$ cat config.mk
export PLATFORM = sky130hd
export DESIGN_NAME = ip_input_cond
export DESIGN_NICKNAME = d
export VERILOG_FILES = /design/src/rtl/ip_pkg.sv /design/src/rtl/ip_debounce_bit.sv /design/src/rtl/ip_input_cond.sv
export SDC_FILE = /design/constraint.sdc
export NUM_CORES = 1
export LEC_CHECK = 0
export CAP_MARGIN = 25
export CORE_MARGIN = 2
export CORE_UTILIZATION = 35
export CTS_BUF_LIST = sky130_fd_sc_hd__clkbuf_4 sky130_fd_sc_hd__clkbuf_8
export DETAILED_ROUTE_END_ITERATION = 6
export GPL_TIMING_DRIVEN = 1
export SYNTH_ARGS = -nofsm -noshare
export SYNTH_HDL_FRONTEND = slang
export SYNTH_SLANG_ARGS = --single-unit
$ cat constraint.sdc
create_clock -name i_clk -period 3.34 [get_ports i_clk]
set_clock_uncertainty 0.2 [all_clocks]
set_input_delay 0.668 -clock i_clk [delete_from_list [all_inputs] [get_ports i_clk]]
set_output_delay 0.668 -clock i_clk [all_outputs]
set_load 0.1 [all_outputs]
$ cat src/rtl/ip_pkg.sv
// Shared constants for the input-conditioning block.
// Provides channel widths, default debounce length and counter sizing.
package ip_pkg;

    localparam int IO_SW_W           = 32;
    localparam int IO_BTN_W          = 4;
    localparam int IO_CH_W           = IO_SW_W + IO_BTN_W;
    localparam int DB_CYCLES_DEFAULT = 16;

    // Counter width able to hold 0..db_cycles.
    function automatic int db_cnt_w(input int db_cycles);
        return $clog2(db_cycles + 1);
    endfunction

endpackage

$ cat src/rtl/ip_debounce_bit.sv
// Single-channel 2-flop synchronizer plus stability counter.
// Ports: i_clk, i_rst (sync, active-high), i_raw (async pin), o_q (stable level).
module ip_debounce_bit
    import ip_pkg::*;
#(
    parameter int DB_CYCLES = DB_CYCLES_DEFAULT
) (
    input  logic i_clk,
    input  logic i_rst,
    input  logic i_raw,
    output logic o_q
);

    localparam int             CW       = db_cnt_w(DB_CYCLES);
    localparam logic [CW-1:0] CNT_LAST = CW'(DB_CYCLES - 1);

    logic [1:0]    sync_q;
    logic          lvl_q;
    logic          lvl_d;
    logic [CW-1:0] cnt_q;
    logic [CW-1:0] cnt_d;
    logic          s;

    assign s = sync_q[1];

    // Any cycle where s matches the held level restarts the count.
    always_comb begin
        lvl_d = lvl_q;
        cnt_d = '0;
        if (s != lvl_q) begin
            if (cnt_q == CNT_LAST) begin
                lvl_d = s;
            end else begin
                cnt_d = cnt_q + CW'(1);
            end
        end
    end

    always_ff @(posedge i_clk) begin
        if (i_rst) begin
            sync_q <= '0;
            lvl_q  <= 1'b0;
            cnt_q  <= '0;
        end else begin
            sync_q <= {sync_q[0], i_raw};
            lvl_q  <= lvl_d;
            cnt_q  <= cnt_d;
        end
    end

    assign o_q = lvl_q;

endmodule

$ cat src/rtl/ip_input_cond.sv
// Debounces 32 switches and 4 buttons; emits press and switch-change pulses.
// Ports: i_clk, i_rst, i_sw_raw, i_btn_raw -> o_io_sw, o_io_btn, o_btn_press, o_sw_chg.
module ip_input_cond
    import ip_pkg::*;
#(
    parameter int DB_CYCLES      = DB_CYCLES_DEFAULT,
    parameter bit BTN_ACTIVE_LOW = 1'b1
) (
    input  logic                i_clk,
    input  logic                i_rst,
    input  logic [IO_SW_W-1:0]  i_sw_raw,
    input  logic [IO_BTN_W-1:0] i_btn_raw,
    output logic [IO_SW_W-1:0]  o_io_sw,
    output logic [IO_BTN_W-1:0] o_io_btn,
    output logic [IO_BTN_W-1:0] o_btn_press,
    output logic                o_sw_chg
);

    logic [IO_BTN_W-1:0] btn_cond;
    logic [IO_CH_W-1:0]  raw_ch;
    logic [IO_CH_W-1:0]  lvl;
    logic [IO_CH_W-1:0]  lvl_prev_q;

    // Normalise buttons so 1 always means pressed.
    assign btn_cond = BTN_ACTIVE_LOW ? ~i_btn_raw : i_btn_raw;
    assign raw_ch   = {btn_cond, i_sw_raw};

    for (genvar g = 0; g < IO_CH_W; g++) begin : g_ch
        ip_debounce_bit #(
            .DB_CYCLES(DB_CYCLES)
        ) u_db (
            .i_clk(i_clk),
            .i_rst(i_rst),
            .i_raw(raw_ch[g]),
            .o_q  (lvl[g])
        );
    end

    always_ff @(posedge i_clk) begin
        if (i_rst) begin
            lvl_prev_q <= '0;
        end else begin
            lvl_prev_q <= lvl;
        end
    end

    assign o_io_sw  = lvl[IO_SW_W-1:0];
    assign o_io_btn = lvl[IO_CH_W-1:IO_SW_W];

    // Edges are taken between registered levels, so pulses stay glitch-free.
    assign o_btn_press = o_io_btn & ~lvl_prev_q[IO_CH_W-1:IO_SW_W];
    assign o_sw_chg    = |(o_io_sw ^ lvl_prev_q[IO_SW_W-1:0]);

endmodule

==> qor_table.md <==
| Parameter | Reported | Unit |
|---|---|---|
| Count of synthesis-stage warnings from yosys | 0 | - |
| Net total in the final layout | 1342 | - |
| Number of clock sinks | 324 | - |
| Clock-pin slew reported for the worst setup and hold paths after clock tree synthesis | 0.06 | ns |
| Initial standard-cell utilization of the core | 35.6 | % |
| Antenna-violating nets left | 0 | - |
| Count of final setup violators | 0 | - |
| Global router's overall resource usage | 11.5 | % |
| Number of buffers inserted to repair setup after CTS | 0 | - |
| Maximum number of pins on one net before global-route repair | 55 | - |
| Worst-case hold slack | 0.213 | ns |
| Status | completed | - |
| Layout cells sized above 1 | 14.5 | % |
| Wire length of the first global-routing pass | 33.6 | mm |
| Core area | 33700 | um^2 |
| Number of maximum-capacitance violations | 0 | - |
| FF+latch count, synth | 324 | - |
| Unrepaired setup endpoints after global routing | no | - |
| R2R depth | 5 | - |
| Root buffer cell | clkbuf_8 | - |
| Hold Violations, Final | 0 | - |
| Post-Syn Nets | 1257 | - |
| Initial antenna violation count | 0 | - |
| Total power consumption of the routed design | 7.80 | mW |
| Vias after detailed routing | 7158 | - |
| Setup TNS | 0 | ns |
| Worst supply voltage drop on vdd | 0.000305 | V |
| Number of instances resized during post-cts repair | 0 | - |
| Type of the setup path with the least slack | flip-flop to output port | - |
| Number of input and output port buffers inserted | 78 | - |
| HPWL Detailed | 13.8 | mm |
| H-tree lvl count | 2 | - |
| Cts bufs inserted | 54 | - |
| Minimum clock period after layout | 2.96 | ns |
| Per-cell routed wire length | 11.5 | um |
| Nature of the critical path endpoint | output port | - |
| Total inserted antenna cells | 0 | - |
| Worst slew margin relative to its limit | 73.9 | % |
| Avg Vias per Cell | 4.15 | - |
| Class of the tightest hold or removal check | flip-flop to flip-flop | - |
| Die Y-Extent | 189 | um |
| 1st-iter DRT viols | 211 | - |
| Type of origin of the critical path | flip-flop | - |
| Fraction of the cycle the final worst path needs | 88.6 | % |
| Worst reg2reg endpoint | g_ch[4].u_db.cnt_q[3] | - |
| Reg-to-reg slack, setup | 1.59 | ns |
| Arrival time at the worst endpoint | 2.09 | ns |
| Slew @ Worst Pin | 0.391 | ns |
| # fillers | 3244 | - |
| Final max-slew violation count | 0 | - |
| Commonest non-fill, non-tap cell in the layout | dfxtp_1 | - |
| Number of buffers between clock root and the deepest sink | 3 | - |
| Share of synthesized area occupied by flip-flops and latches | 54.0 | % |
| Number of rows created at floorplan | 67 | - |
| Clock tree from TritonCTS | done | - |
| Horiz. Die Dim | 189 | um |
| Number of standard cells after synthesis | 1147 | - |
| R2r startpoint | g_ch[4].u_db.cnt_q[0] | - |
| Synthesized area | 12000 | um^2 |
| Start point of the critical path | g_ch[28].u_db.o_q | - |
| Worst Path Required | 2.47 | ns |
| Highest Clock Rate | 338 | MHz |
| Die outline area | 35800 | um^2 |
| Number of optimization iterations in the first detailed-route pass | 6 | - |
| Number of global-route vias before repair | 6970 | - |
| Total length of routed wires | 19.8 | mm |
| Number of instances in the placed design | 1624 | - |
| Signed area change from the synthesized netlist to the final layout | 17.6 | % |
| Timing endpoint of the critical path | o_sw_chg | - |
| Leakage component of the power | 5.50 | nW |
| Total power density per cell area | 552 | nW/um^2 |
| Hold_buf cts | 0 | - |
| Layout Cells excl Fill | 1724 | - |
| Post-detailed-route DRC marker count | 0 | - |
| Maximum fanout along the worst path | 5 | - |
| Post-synthesis area per instance | 10.5 | um^2 |
| Sum of overflow across all layers after global routing | 0 | - |
| I/O pin count | 79 | - |
| Top library cells by usage in the layout, fill and taps aside | dfxtp_1 (324), nor2_1 (220), nor2b_1 (108) | - |
| Clock insertion delay at the later pin of the skew report | 0.58 | ns |
| Routability cong. | 0.707 | - |
| Number of distinct standard cells referenced by the synthesized netlist | 18 | - |
==> worst min path at each step <==
stage,startpoint,end,slack [ns],cells after the start
floorplan,g_ch[0].u_db.sync_q[0],g_ch[0].u_db.sync_q[1],0.21,1
global placement,g_ch[35].u_db.sync_q[0],g_ch[35].u_db.sync_q[1],0.22,1
detailed placement,g_ch[35].u_db.sync_q[0],g_ch[35].u_db.sync_q[1],0.22,1
CTS,i_rst,g_ch[28].u_db.o_q,0.21,2
global route,g_ch[31].u_db.sync_q[0],g_ch[31].u_db.sync_q[1],0.24,1
finish,g_ch[31].u_db.sync_q[0],g_ch[31].u_db.sync_q[1],0.21,1
==> state kept, by name, indices dropped and copies added, names as in the netlist <==
register,cells
g_ch.u_db.cnt_q,180
g_ch.u_db.sync_q,72
g_ch.u_db.o_q,36
lvl_prev_q,36
==> Yosys cell counts <==
cell	n	area share, %
nor2_1	220	6.9
nor2b_1	108	5.6
nand2_1	1	0.031
or3_4	36	3.4
ha_1	72	7.5
nand3_1	36	1.5
clkbuf_1	9	0.28
inv_1	72	2.2
xnor2_1	104	7.6
nor4_1	2	0.10
and3_1	36	1.9
mux2i_1	36	3.0
buf_4	36	2.2
nand4_1	8	0.42
buf_2	6	0.25
dfxtp_1	324	54
xor2_1	36	2.6
buf_6	5	0.47
==> metal layers <==
layer  vias to the layer above  global-route usage (%)  share of wire (%)
met4                         0                    4.74                2.9
met3                        46                    4.13                6.8
li1                       3789                       -                  -
met5                         -                       0                  0
met2                       111                    17.2                 42
met1                      3212                    14.9                 48
==> logic make-up (layout without fill, tap and decap cells) <==
| logic type | count (synthesis) | after routing | share of synthesized area, % |
|---|---|---|---|
| fa+ha+maj | 72 | 72 | 7.50 |
| flops | 324 | 324 | 54.0 |
| mux | 36 | 36 | 3.00 |
| simple gates | 447 | 447 | 19.8 |
| xor+xnor | 140 | 140 | 10.2 |
| buf+inv | 128 | 257 | 5.50 |
==> critical path, stage by stage, from the launching register on <==
cell     delay, ns
dfxtp_1       0.43
xnor2_1       0.15
nand4_1       0.16
nor4_1        0.31
nand2_1       0.18
buf_4         0.28
==> layout make-up <==
class / instances / area [um^2] / area share (%)
Multi-Input combinational cell: 695 / 4870 / 34.5
Inverter: 72 / 270 / 1.91
Tap cell: 448 / 561 / 3.97
Clock inverter: 12 / 97.6 / 0.691
Clock buffer: 88 / 1090 / 7.69
Sequential cell: 324 / 6490 / 45.9
Timing Repair Buffer: 85 / 757 / 5.36
==> metrics by stage <==
| stage | util [%] | worst slack (ns) | cell area (um^2) |
|---|---|---|---|
| final | 41.9 | 0.382 | 14100 |
| after CTS | 41.9 | 0.320 | 14100 |
| after global placement | 38.4 | 0.971 | 12900 |
| after detailed placement | 38.4 | 0.959 | 12900 |
| after global routing | 41.9 | 0.233 | 14100 |
| after floorplan | - | 0.740 | 12000 |
==> power breakdown <==
group | switching (mW) | internal, mW | total, mW
registers | 0.0290 | 3.92 | 3.95
logic | 0.0773 | 0.0973 | 0.175
clock network | 1.53 | 2.14 | 3.67
Power figures use the tool's default switching activity.
